File: src/rtl/bit_stuff_serializer.sv
// ---------------------------------------------------------------------------
// bit_stuff_serializer
//
// Serializer that feeds the NRZI line encoder. Parallel words arrive over a
// valid/ready handshake and leave LSB-first, one bit per clock. After
// STUFF_LEN consecutive 1 data bits a single 0 is inserted so that the
// encoder is guaranteed to produce a line transition. The count of
// consecutive 1s carries across word boundaries, so a stuff bit can fall
// between two back-to-back words.
//
// Optional build macro:
//   BIT_STUFF_SYNC_EN - when defined, the first word accepted out of IDLE is
//                       preceded by the 8-bit sync pattern 0,0,0,0,0,0,0,1
//                       (never stuffed). Back-to-back words get no extra sync.
//
// Parameters:
//   DATA_W     width of each parallel input word (>= 2)
//   STUFF_LEN  number of consecutive data 1s that forces one stuffed 0
//
// Ports:
//   clock       system clock, rising-edge active
//   reset       asynchronous, active-low reset
//   data_in     parallel word, sampled when data_valid && data_ready
//   data_valid  upstream has a word available
//   data_ready  block accepts data_in this cycle (from registers only)
//   x           serial bit to the NRZI encoder (registered, idles at 1)
//   x_valid     x carries a data, stuff or sync bit (registered)
//   stuffed     x is an inserted stuff bit (registered)
//   busy        state machine is not idle
// ---------------------------------------------------------------------------
module bit_stuff_serializer #(
  parameter int DATA_W    = 8,
  parameter int STUFF_LEN = 6
) (
  input  logic              clock,
  input  logic              reset,
  input  logic [DATA_W-1:0] data_in,
  input  logic              data_valid,
  output logic              data_ready,
  output logic              x,
  output logic              x_valid,
  output logic              stuffed,
  output logic              busy
);

  localparam int CNT_W  = (DATA_W > 1) ? $clog2(DATA_W) : 1;
  // One spare count of headroom: after the sync pattern the run can start at 1.
  localparam int ONES_W = $clog2(STUFF_LEN + 2);

  localparam logic [CNT_W-1:0]  LAST_BIT = CNT_W'(DATA_W - 1);
  localparam logic [ONES_W-1:0] STUFF_AT = ONES_W'(STUFF_LEN);
  localparam logic [ONES_W-1:0] ONE_CNT  = ONES_W'(1);

`ifdef BIT_STUFF_SYNC_EN
  typedef enum logic [1:0] {
    IDLE  = 2'd0,
    SHIFT = 2'd1,
    STUFF = 2'd2,
    SYNC  = 2'd3
  } state_t;
`else
  typedef enum logic [1:0] {
    IDLE  = 2'd0,
    SHIFT = 2'd1,
    STUFF = 2'd2
  } state_t;
`endif

  state_t              state_reg, state_next;
  logic [DATA_W-1:0]   word_reg, word_next;       // bits not yet sent, at LSB
  logic [CNT_W-1:0]    bit_cnt_reg, bit_cnt_next; // index of data bit on x
  logic [ONES_W-1:0]   ones_cnt_reg, ones_cnt_next;
  logic                x_reg, x_next;
  logic                x_valid_reg, x_valid_next;
  logic                stuffed_reg, stuffed_next;
`ifdef BIT_STUFF_SYNC_EN
  logic [2:0]          sync_cnt_reg, sync_cnt_next; // index of sync bit on x
`endif

  logic accept;
  logic last_bit;
  logic stuff_due;
  logic load_word;   // put bit 0 of data_in on x next cycle
  logic next_bit;    // put the next bit of the current word on x next cycle

  assign accept    = data_valid && data_ready;
  assign last_bit  = (bit_cnt_reg == LAST_BIT);
  // >= rather than == keeps the machine safe if a run starts above the limit.
  assign stuff_due = (ones_cnt_reg >= STUFF_AT);

  assign busy    = (state_reg != IDLE);
  assign x       = x_reg;
  assign x_valid = x_valid_reg;
  assign stuffed = stuffed_reg;

  // Ready is derived from registered state only, never from data_valid, so
  // the upstream can hold its word without a combinational loop.
  always_comb begin
    data_ready = 1'b0;
    case (state_reg)
      IDLE:    data_ready = 1'b1;
      SHIFT:   data_ready = last_bit && !stuff_due;
      STUFF:   data_ready = last_bit;
      default: data_ready = 1'b0;
    endcase
  end

  // -------------------------------------------------------------------------
  // State register
  // -------------------------------------------------------------------------
  always_ff @(posedge clock or negedge reset) begin
    if (!reset) begin
      state_reg <= IDLE;
    end else begin
      state_reg <= state_next;
    end
  end

  // -------------------------------------------------------------------------
  // Next-state logic
  // -------------------------------------------------------------------------
  always_comb begin
    state_next = state_reg;
    case (state_reg)
      IDLE: begin
        if (accept) begin
`ifdef BIT_STUFF_SYNC_EN
          state_next = SYNC;
`else
          state_next = SHIFT;
`endif
        end
      end
      SHIFT: begin
        if (stuff_due) begin
          state_next = STUFF;
        end else if (!last_bit || accept) begin
          state_next = SHIFT;
        end else begin
          state_next = IDLE;
        end
      end
      STUFF: begin
        if (!last_bit || accept) begin
          state_next = SHIFT;
        end else begin
          state_next = IDLE;
        end
      end
`ifdef BIT_STUFF_SYNC_EN
      SYNC: begin
        if (sync_cnt_reg == 3'd7) begin
          state_next = SHIFT;
        end
      end
`endif
      default: state_next = IDLE;
    endcase
  end

  // -------------------------------------------------------------------------
  // Output / datapath logic: next values of the registered outputs
  // -------------------------------------------------------------------------
  always_comb begin
    word_next     = word_reg;
    bit_cnt_next  = '0;
    ones_cnt_next = '0;     // idle clears the run of 1s
    x_next        = 1'b1;   // idle line level
    x_valid_next  = 1'b0;
    stuffed_next  = 1'b0;
    load_word     = 1'b0;
    next_bit      = 1'b0;
`ifdef BIT_STUFF_SYNC_EN
    sync_cnt_next = '0;
`endif

    case (state_reg)
      IDLE: begin
`ifdef BIT_STUFF_SYNC_EN
        if (accept) begin
          // Hold the full word while the sync pattern goes out.
          word_next    = data_in;
          x_next       = 1'b0;
          x_valid_next = 1'b1;
        end
`else
        load_word = accept;
`endif
      end
      SHIFT: begin
        if (stuff_due) begin
          x_next       = 1'b0;
          x_valid_next = 1'b1;
          stuffed_next = 1'b1;
          bit_cnt_next = bit_cnt_reg;  // stuff belongs after this data bit
        end else if (!last_bit) begin
          next_bit = 1'b1;
        end else begin
          load_word = accept;
        end
      end
      STUFF: begin
        // ones_cnt_reg is zero here, so the run restarts from the next bit.
        if (!last_bit) begin
          next_bit = 1'b1;
        end else begin
          load_word = accept;
        end
      end
`ifdef BIT_STUFF_SYNC_EN
      SYNC: begin
        x_valid_next = 1'b1;
        if (sync_cnt_reg != 3'd7) begin
          sync_cnt_next = sync_cnt_reg + 3'd1;
          // Only the final sync bit is a 1; it seeds the run of 1s.
          x_next        = (sync_cnt_reg == 3'd6);
          ones_cnt_next = (sync_cnt_reg == 3'd6) ? ONE_CNT : '0;
        end else begin
          x_next        = word_reg[0];
          word_next     = word_reg >> 1;
          bit_cnt_next  = '0;
          ones_cnt_next = word_reg[0] ? (ones_cnt_reg + ONE_CNT) : '0;
        end
      end
`endif
      default: ;
    endcase

    if (load_word) begin
      x_next        = data_in[0];
      x_valid_next  = 1'b1;
      word_next     = data_in >> 1;
      bit_cnt_next  = '0;
      // Run of 1s continues across a back-to-back word boundary.
      ones_cnt_next = data_in[0] ? (ones_cnt_reg + ONE_CNT) : '0;
    end

    if (next_bit) begin
      x_next        = word_reg[0];
      x_valid_next  = 1'b1;
      word_next     = word_reg >> 1;
      bit_cnt_next  = bit_cnt_reg + CNT_W'(1);
      ones_cnt_next = word_reg[0] ? (ones_cnt_reg + ONE_CNT) : '0;
    end
  end

  // -------------------------------------------------------------------------
  // Datapath and output registers
  // -------------------------------------------------------------------------
  always_ff @(posedge clock or negedge reset) begin
    if (!reset) begin
      word_reg     <= '0;
      bit_cnt_reg  <= '0;
      ones_cnt_reg <= '0;
      x_reg        <= 1'b1;
      x_valid_reg  <= 1'b0;
      stuffed_reg  <= 1'b0;
`ifdef BIT_STUFF_SYNC_EN
      sync_cnt_reg <= '0;
`endif
    end else begin
      word_reg     <= word_next;
      bit_cnt_reg  <= bit_cnt_next;
      ones_cnt_reg <= ones_cnt_next;
      x_reg        <= x_next;
      x_valid_reg  <= x_valid_next;
      stuffed_reg  <= stuffed_next;
`ifdef BIT_STUFF_SYNC_EN
      sync_cnt_reg <= sync_cnt_next;
`endif
    end
  end

endmodule
File: config.mk
export PLATFORM = sky130hd
export DESIGN_NAME = bit_stuff_serializer
export DESIGN_NICKNAME = d
export VERILOG_FILES = /design/src/rtl/bit_stuff_serializer.sv
export SDC_FILE = /design/constraint.sdc
export NUM_CORES = 1
export LEC_CHECK = 0
export ABC_AREA = 1
export CORE_UTILIZATION = 46
export DETAILED_ROUTE_END_ITERATION = 16
export HOLD_SLACK_MARGIN = 0.03
export PLACE_DENSITY = 0.74
export SLEW_MARGIN = 20
export SYNTH_ARGS = -nofsm -noshare
export SYNTH_HDL_FRONTEND = slang
export SYNTH_SLANG_ARGS = --single-unit
File: constraint.sdc
create_clock -name clock -period 1.45 [get_ports clock]
set_input_delay 0.3625 -clock clock [delete_from_list [all_inputs] [get_ports clock]]
set_output_delay 0.3625 -clock clock [all_outputs]
set_load 0.05 [all_outputs]
---- Word level (Yosys, flattened, before mapping) ----
Cells that the tools add are included.
operators by class
  add/subtract/negate cells ............... 2
  order comparisons ....................... 1
  equal/unequal tests ..................... 5
  muxes and demuxes ....................... 29
  reductions and logical operators ........ 8
operator list
  kind                                                       number
  2-to-1 mux 3 bit                                           8
  2-to-1 mux 8 bit                                           2
  2-to-1 mux 1 bit                                           13
  adder 3 x 1 -> 3 bit (second input constant)               2
  case mux 1 bit (3 select lines)                            2
  case mux 2 bit (3 select lines)                            1
  2-to-1 mux 2 bit                                           2
  != test 4 bit (second input constant)                      1
  nonzero test 2 bit                                         2
  == test 3 bit (second input constant)                      1
  greater-or-equal comparator 3 bit (second input constant)  1
  == test 2 x 1 -> 1 bit (second input constant)             1
  == test 2 bit (second input constant)                      1
  logical AND 1 bit                                          2
  logical NOT 1 bit                                          2
  logical NOT 2 bit                                          1
  != test 2 bit (second input constant)                      1
  case mux 1 bit (2 select lines)                            1
  logical OR 1 bit                                           1
word-level totals
  bits in registers ....................... 19
  bits of input ports ..................... 11
  output and inout port bits .............. 5
  logic and storage cells ................. 52

---- Logic depth before layout (Yosys ltp) ----
Gate-level depths: netlist of run 1.
  depth after elaboration ................. 10
  gate-level depth with buffers ........... 11
  gate-level depth less buffers ........... 11

---- Least setup slack after synthesis of run 1 ----
OpenSTA, ideal clock, no wires.
  path type ............................... reg-to-reg
  start ................................... register state_reg[0]
  end ..................................... register word_reg[3]
  setup time .............................. 0.118 ns
  arrival ................................. 1.700 ns
  data required time ...................... 1.332 ns
  setup slack ............................. -0.368 ns
  stages on the path, launching flop included .. 10
  buffers on the path ..................... 1
  period minus slack after synthesis ...... 1.818 ns
  cell sequence ........................... dfrtp_1 -> inv_1 -> ha_1 -> inv_1 -> nand3_1 -> nand3_2 -> nand2_2 -> buf_4 -> nand2_1 -> o21ai_2
on the way
  longest elaborated chain between the ends .. 7
  elaborated cells between the ends (all ways) .. 11
  those cells by class .................... eq/ne (2); mux (6); reduce/logical (3)
RTL lines
  item                                         RTL line  text
  from (decl)                                  69        state_t state_reg, state_next;
  from (signal assigned)                       115       state_reg <= state_next;
  == test 2 bit, or another cell as far along  100, 177
  case mux 1 bit (3 select lines)              100       case (state_reg)
  logical AND 1 bit                            86        assign accept = data_valid && data_ready;
  2-to-1 mux 1 bit                             196, 204
  2-to-1 mux 1 bit                             191       if (stuff_due) begin
  case mux 1 bit (3 select lines)              177       case (state_reg)
  nonzero test 2 bit (no source line)          n/a
  to (signal assigned)                         262       word_reg <= word_next;
  to (decl)                                    70        logic [DATA_W-1:0] word_reg, word_next;
Parallel ways exist; a longest one is shown, timed or not.
A chain may end at the register's enable or synchronous reset.

---- Worst setup path in the final report of run 1 ----
  start ................................... register bit_cnt_reg[0]
  end ..................................... output data_ready
on the way
  longest elaborated chain between the ends .. 3
RTL lines
  item                               RTL line  text
  from (decl)                        71        logic [CNT_W-1:0] bit_cnt_reg, bit_cnt_next;
  from (signal assigned)             263       bit_cnt_reg <= bit_cnt_next;
  == test 3 bit *                    87        assign last_bit = (bit_cnt_reg == LAST_BIT);
  logical AND 1 bit                  102       SHIFT: data_ready = last_bit && !stuff_due;
  case mux 1 bit (3 select lines) *  100
  to (decl)                          39        output logic data_ready,
Mark *: on every way between the ends. The rest lies on a longest branch, timed or not.

==> results of run 1 <==
## critical path, cell delays in order (launching register included)
cell and delay, ns:
dfrtp_1 0.40, ha_2 0.21, ha_4 0.17, nand4_1 0.10
nand3_2 0.12, nand2_2 0.11, clkinvlp_4 0.09, buf_8 0.15
## logic make-up (layout without fill, tap and decap cells)
| logic type | count (synthesis) | after routing |
|---|---|---|
| xor gates and xnor gates | 1 | 1 |
| adders and majority gates | 8 | 8 |
| AOI/OAI and AO/OA | 20 | 20 |
| and+or+nand+nor | 43 | 43 |
| buffers and inverters | 20 | 57 |
| DFF | 18 | 18 |
## where the power goes
part           total (mW)  internal, mW  switching, mW  leakage, nW
logic                2.33          1.14           1.20        0.514
clock network       0.319         0.153          0.165       0.0210
registers           0.799         0.700         0.0987        0.229
total                3.45          1.99           1.46        0.765
## cells in the final DEF (no fill, tap or decap), types with 3 or more instances in the layout
master,instances
buf_12,7
buf_4,13
clkdlybuf4s50_1,10
nand2_1,20
buf_6,4
inv_1,13
o21ai_1,8
ha_1,4
nand2_4,4
o21ai_2,9
dfrtp_1,16
clkbuf_4,3
nand2_2,7
## repair_timing
item | CTS | global route
setup endpoints to repair | 19 | 19
hold buffers | 0 | 0
gates cloned | 0 | 1
setup buffers | 6 | 6
pin swaps | 8 | 10
endpoints found under the hold margin | 0 | 0
resized for setup | 22 | 23
## final timing paths
kind	startpoint	to	cells past startpoint	slack, ns
setup / recovery	bit_cnt_reg[0]	data_ready	7	-0.56
hold reg to reg	ones_cnt_reg[0]	ones_cnt_reg[0]	2	0.53
max in group asynchronous	reset	x	2	0.83
setup reg to reg	bit_cnt_reg[0]	word_reg[2]	8	-0.28
hold / removal	reset	word_reg[4]	2	0.37
min in group clock	ones_cnt_reg[0]	ones_cnt_reg[0]	2	0.53
## metal layers
layer  global-route usage [%]  vias to the layer above  part of all wire [%]
met1                     23.6                      410                    43
li1                         -                      422                     -
met4                     11.8                        0                   2.7
met3                     2.20                       10                   2.6
met5                        0                        -                     0
met2                     38.7                       20                    51
## final cells by class
type | count | area share, %
flip-flops and latches | 18 | 28.3
repair buffers | 36 | 26.5
clock buffers | 4 | 2.27
multi-input cells | 72 | 36.3
inverters | 17 | 4.46
well taps | 27 | 2.11
## per-stage QoR
stage	hold WS, ns	total power, mW
5_1_grt	0.410	3.68
3_5_place_dp	0.498	2.54
3_3_place_gp	0.473	2.48
6_report	0.372	3.45
4_1_cts	0.375	3.13
2_1_floorplan	0.0669	1.89
==> reports/metrics.yaml, run 1 <==
outcome:
  violations: "setup timing"
  status: "finished, violations left"
critical_path:
  worstPathRequired_ns: 1.09
  critical_path_arrival_ns: 1.65
  worstPathMaxFanout: 3
  crit_type: "register to primary output"
  end_kind: "primary output"
  startpoint_type: "register"
cts:
  cts_root_buf: "clkbuf_4"
  insertion_delay_ns: 0.30
  clk_path_buf_depth: 2
  cts_tree: "done"
  cts.sinks: 18
  htreeDepth: 1
  clk_pin_slew_ns: 0.11
  numCtsBuffers: 3
floorplan:
  initial_core_util_pct: 49.8
  die_w_um: 48.3
  row_count: 16
  dieArea_mm2: 0.00234
  ios: 16
  core_area_mm2: 0.00198
  chipHeight_um: 48.3
logic_synthesis:
  netlist_top_cells_area: "dfrtp_1 43%, nand2_1 11%, ha_1 10%, inv_1 6.5%, o21ai_2 4.4%"
  synth_top_area_share_pct: 43.1
  synth.avg_cell_area_um2: 8.97
  yosysSeqAreaShare_pct: 45.8
  synth_most_common_cell: "nand2_1"
  synth_cell_types: 20
  synthMuxAreaShare_pct: 0
  synth_top_family_by_area: "simple AND/OR/NAND/NOR gates"
  synth_cells: 110
  synth_area_um2: 987
  ys.warnings.count: 0
  synth_compound_area_share_pct: 13.4
  synthFlopType: "dfrtp_1"
  async_flop_share_pct: 100
  synthAdderAreaFrac_pct: 10.1
  synthSimpleGateAreaFrac_pct: 19.9
  synth_xor_area_share_pct: 0.887
  synth_area_leader_cell: "dfrtp_1"
  ys_seq_elements: 18
  ys_top_cells_by_count: "30 x nand2_1, 17 x dfrtp_1, 17 x inv_1"
  synth_edf_count: 0
  synth_fp_nets: 129
timing:
  fin_crit_sh_pct: 139
  finalSetupTns_ns: -4.56
  finalHoldViolCount: 0
  worst_pin_slew_ns: 0.227
  clock_skew_ns: 0.00573
  finalSetupViolCount: 19
  rsz0062_at_grt: "yes"
  finalMaxSlewViolations: 0
  period_needed_ns: 2.01
  slew_headroom_pct: 84.8
  setup_slack_ns: -0.563
  fmax_mhz: 497
power_and_ir_drop:
  powerDensity_mw_per_mm2: 2160
  ir_drop_mv: 1.57
  p_leak_nw: 0.765
layout:
  fill_cells: 108
  post-route-util_pct: 80.6
  register_area_um2: 453
  fin_area_mm2: 0.00160
  multiInputGateArea_um2: 581
  fin_nets: 167
  diodes: 0
  largest_reg_flops: 7
  finalNonFillerCells: 174
  syn2layout_area_growth_pct: 61.9
  drive_gt1_share_pct: 46.9
min_path:
  holdCritPathClass: "input port to async pin"
drt:
  drc: 0
  viasPerCell: 4.95
  drtIter0Drc: 10
  drt_pass1_iterations: 4
  ant_nets: 0
  wl_per_cell_um: 13.4
  num_vias: 862
  drt_wl_total_um: 2330
placed_design:
  dp_cells: 162
  dpl.hpwl_um: 1360
  gp_congestion: 0.799
  port_buffers: 15
  pre_cts_ws_ns: -0.270
  post_dp_cell_area_mm2: 0.00134
global_routing:
  grt_start_max_net_pins: 19
  antenna_found_initial: 0
  grt_remaining_overflow: 0
  grt_pass1_wl_um: 3750
  track_usage_pct: 21.1
  grt_pass1_vias: 907
run:
  cap_violations: 0
(Power assumes the default switching activity.)
==> run 2, diff against run 1 <==
Settings changed: GPL_TIMING_DRIVEN set to 0.
==> run 2 against run 1 <==
  * Worst setup slack gained 0.091 ns
  * The flow still finishes with violations (setup timing)
  * Wire length down 0.64%
  * Largest power group unchanged
  * Highest routed layer unchanged
  * Critical endpoint unchanged
  * Clock-buffer cell count stayed put
  * Fmax grew 4.8%
  * Utilization is 1.7 points higher
==> reports/metrics.yaml, run 2 (synthesis gave the netlist of run 1 again) <==
outcome:
  status: "finished, violations left"  # unchanged
  violations: "setup timing"  # unchanged
power_and_ir_drop:
  p_comb_share_pct: 68.8  # was 67.6%
  swShare_pct: 42.2  # was 42.3%
  internal-power_mw: 2.02  # was 1.99 mW
  ir_drop_mv: 1.39  # was 1.57 mV
  power.total_mw: 3.50  # was 3.45 mW
  p_sw_mw: 1.48  # was 1.46 mW
  clockPowerShare_pct: 8.9  # was 9.2%
  power_frac_seq_pct: 22.3  # was 23.2%
  p_leak_nw: 0.785  # was 0.765 nW
  powerDensity_mw_per_mm2: 2150  # was 2160 mW/mm2
layout:
  final_cell_mix: "17 x dfrtp_1, 16 x nand2_1, 14 x buf_4"  # was 20 x nand2_1, 16 x dfrtp_1, 13 x inv_1, 13 x buf_4, 10 x clkdlybuf4s50_1
  syn2layout_area_growth_pct: 65.3  # was 61.9%
  fin_nets: 169  # was 167
  mostFrequentLayoutCell: "dfrtp_1"  # was nand2_1
  register_area_um2: 452  # was 453 um2
  largest_reg_flops: 7  # unchanged
  multiInputGateArea_um2: 623  # was 581 um2
  fill_cells: 102  # was 108
  drive_gt1_share_pct: 51.0  # was 46.9%
  post-route-util_pct: 82.3  # was 80.6%
  diodes: 0  # unchanged
cts:
  cts_root_buf: "clkbuf_4"  # unchanged
  cts.sinks: 18  # unchanged
  clk_pin_slew_ns: 0.11  # about the same
  numCtsBuffers: 3  # unchanged
  insertion_delay_ns: 0.30  # about the same
  cts_tree: "done"  # unchanged
  htreeDepth: 1  # unchanged
  clk_path_buf_depth: 2  # unchanged
timing:
  finalSetupViolCount: 19  # unchanged
  finalMaxSlewViolations: 0  # unchanged
  period_needed_ns: 1.92  # was 2.01 ns
  finalHoldViolCount: 0  # unchanged
  fin_crit_sh_pct: 133  # was 139%
  slew_headroom_pct: 45.2  # was 84.8%
  clock_skew_ns: 0.00643  # was 0.00573 ns
  worst_pin_slew_ns: 0.820  # was 0.227 ns
  rsz0062_at_grt: "yes"  # unchanged
  setup_slack_ns: -0.472  # was -0.563 ns
  fmax_mhz: 520  # was 497 MHz
  whs_ns: 0.528  # was 0.372 ns
critical_path:
  critical_path_arrival_ns: 1.56  # was 1.65 ns
  crit_type: "register to primary output"  # unchanged
  worstPathMaxFanout: 3  # unchanged
  regToRegStartpoint: "bit_cnt_reg[1]"  # was bit_cnt_reg[0]
  startpoint_type: "register"  # unchanged
  crit_slowest_cell: "dfrtp_1"  # unchanged
  r2r_cells: 11  # was 8
  end_kind: "primary output"  # unchanged
  worstPathRequired_ns: 1.09  # about the same
  path_buf_inv: 2  # unchanged
  slowest_delay_ns: 0.39  # was 0.40 ns
  crit_family: "flip-flops"  # unchanged
  path_cells: "ha_2 > ha_4 > nand4_1 > nand3_2 > nand2_2 > clkinvlp_4 > buf_8"  # unchanged
  r2r_slack_ns: -0.30  # was -0.28 ns
  reg2reg_to: "word_reg[2]"  # unchanged
placed_design:
  dpl.hpwl_um: 1230  # was 1360 um
  port_buffers: 15  # unchanged
  gp_congestion: 0.783  # was 0.799
  pre_cts_ws_ns: -0.789  # was -0.270 ns
drt:
  drt_wl_total_um: 2310  # was 2330 um
  drt_pass1_iterations: 4  # unchanged
  viasPerCell: 4.91  # was 4.95
  wl_per_cell_um: 13.1  # was 13.4 um
  ant_nets: 0  # unchanged
  num_vias: 865  # was 862
  drtIter0Drc: 8  # was 10
  drc: 0  # unchanged
global_routing:
  grt_pass1_vias: 883  # was 907
  grt_remaining_overflow: 0  # unchanged
  grt_pass1_wl_um: 3930  # was 3750 um
  busiest_layer: "met2"  # unchanged
  grt_start_max_net_pins: 19  # unchanged
  use_met2_pct: 40.4  # was 38.7%
  grt_use_met1_pct: 27.0  # was 23.6%
  antenna_found_initial: 0  # unchanged
  track_usage_pct: 22.2  # was 21.1%
  met3_usage_pct: 2.83  # was 2.20%
run:
  cap_violations: 0  # unchanged
min_path:
  holdCritPathClass: "input port to async pin"  # unchanged
floorplan:
  die_w_um: 48.3  # unchanged
  chipHeight_um: 48.3  # unchanged
  initial_core_util_pct: 49.8  # unchanged
  row_count: 16  # unchanged
  dieArea_mm2: 0.00234  # unchanged
  ios: 16  # unchanged
  core_area_mm2: 0.00198  # unchanged
[run 2: cell count changes in the layout (fill, tap and decap cells not counted), sizes merged]
cell,previous run,this run
clkdlybuf4s15,0,2
buf,25,26
clkbuf,5,4
[run 2: final cells by class]
class / instances / area share (%)
sequential: 18 / 27.7
buffer: 3 / 2.53
timing repair buffer: 35 / 22.9
tap: 27 / 2.07
inverter: 17 / 4.37
clock buffer: 4 / 2.22
multi-input combinational: 72 / 38.2
[run 2: worst max path at each step]
| stage | startpoint | end | slack [ns] | depth (start not counted) |
|---|---|---|---|---|
| after global routing | bit_cnt_reg[1] | data_ready | -0.55 | 7 |
| after CTS | bit_cnt_reg[1] | data_ready | -0.46 | 7 |
| final | bit_cnt_reg[1] | data_ready | -0.47 | 7 |
| after global placement | bit_cnt_reg[0] | data_ready | -0.76 | 7 |
| after floorplan | state_reg[1] | data_ready | -0.21 | 6 |
| after detailed placement | bit_cnt_reg[0] | data_ready | -0.79 | 7 |
[run 2: layer usage]
metal,part of all wire [%],up-vias,wire length [um]
li1,-,430,-
met1,41,413,954
met2,55,20,1280
met3,2.9,2,66
met4,0.56,0,13
met5,0,-,0
[run 2: through the flow]
stage	instance area (um2)	cells	TNS [ns]
6_report	1630	176	-5.11
5_1_grt	1630	176	-6.64
4_1_cts	1530	172	-3.26
3_5_place_dp	1210	152	-4.54
3_3_place_gp	1210	152	-3.97
2_1_floorplan	1020	110	-2.20
[run 2: timing repair]
| action | CTS | global route |
|---|---|---|
| buffers inserted | 13 | 5 |
| endpoints found under the setup margin | 22 | 20 |
| pin swaps | 16 | 11 |
| resized for setup | 61 | 20 |
| hold buffers | 0 | 0 |
| gates cloned | 3 | 0 |
[run 2: power by group through the flow]
| stage | sequential (mW) | clock (mW) | combinational [mW] |
|---|---|---|---|
| after floorplan | 0.875 | 0 | 1.02 |
| after global placement | 0.783 | 0 | 1.38 |
| after detailed placement | 0.792 | 0 | 1.42 |
| after CTS | 0.769 | 0.318 | 2.14 |
| after global routing | 0.803 | 0.342 | 2.59 |
| final | 0.781 | 0.312 | 2.41 |
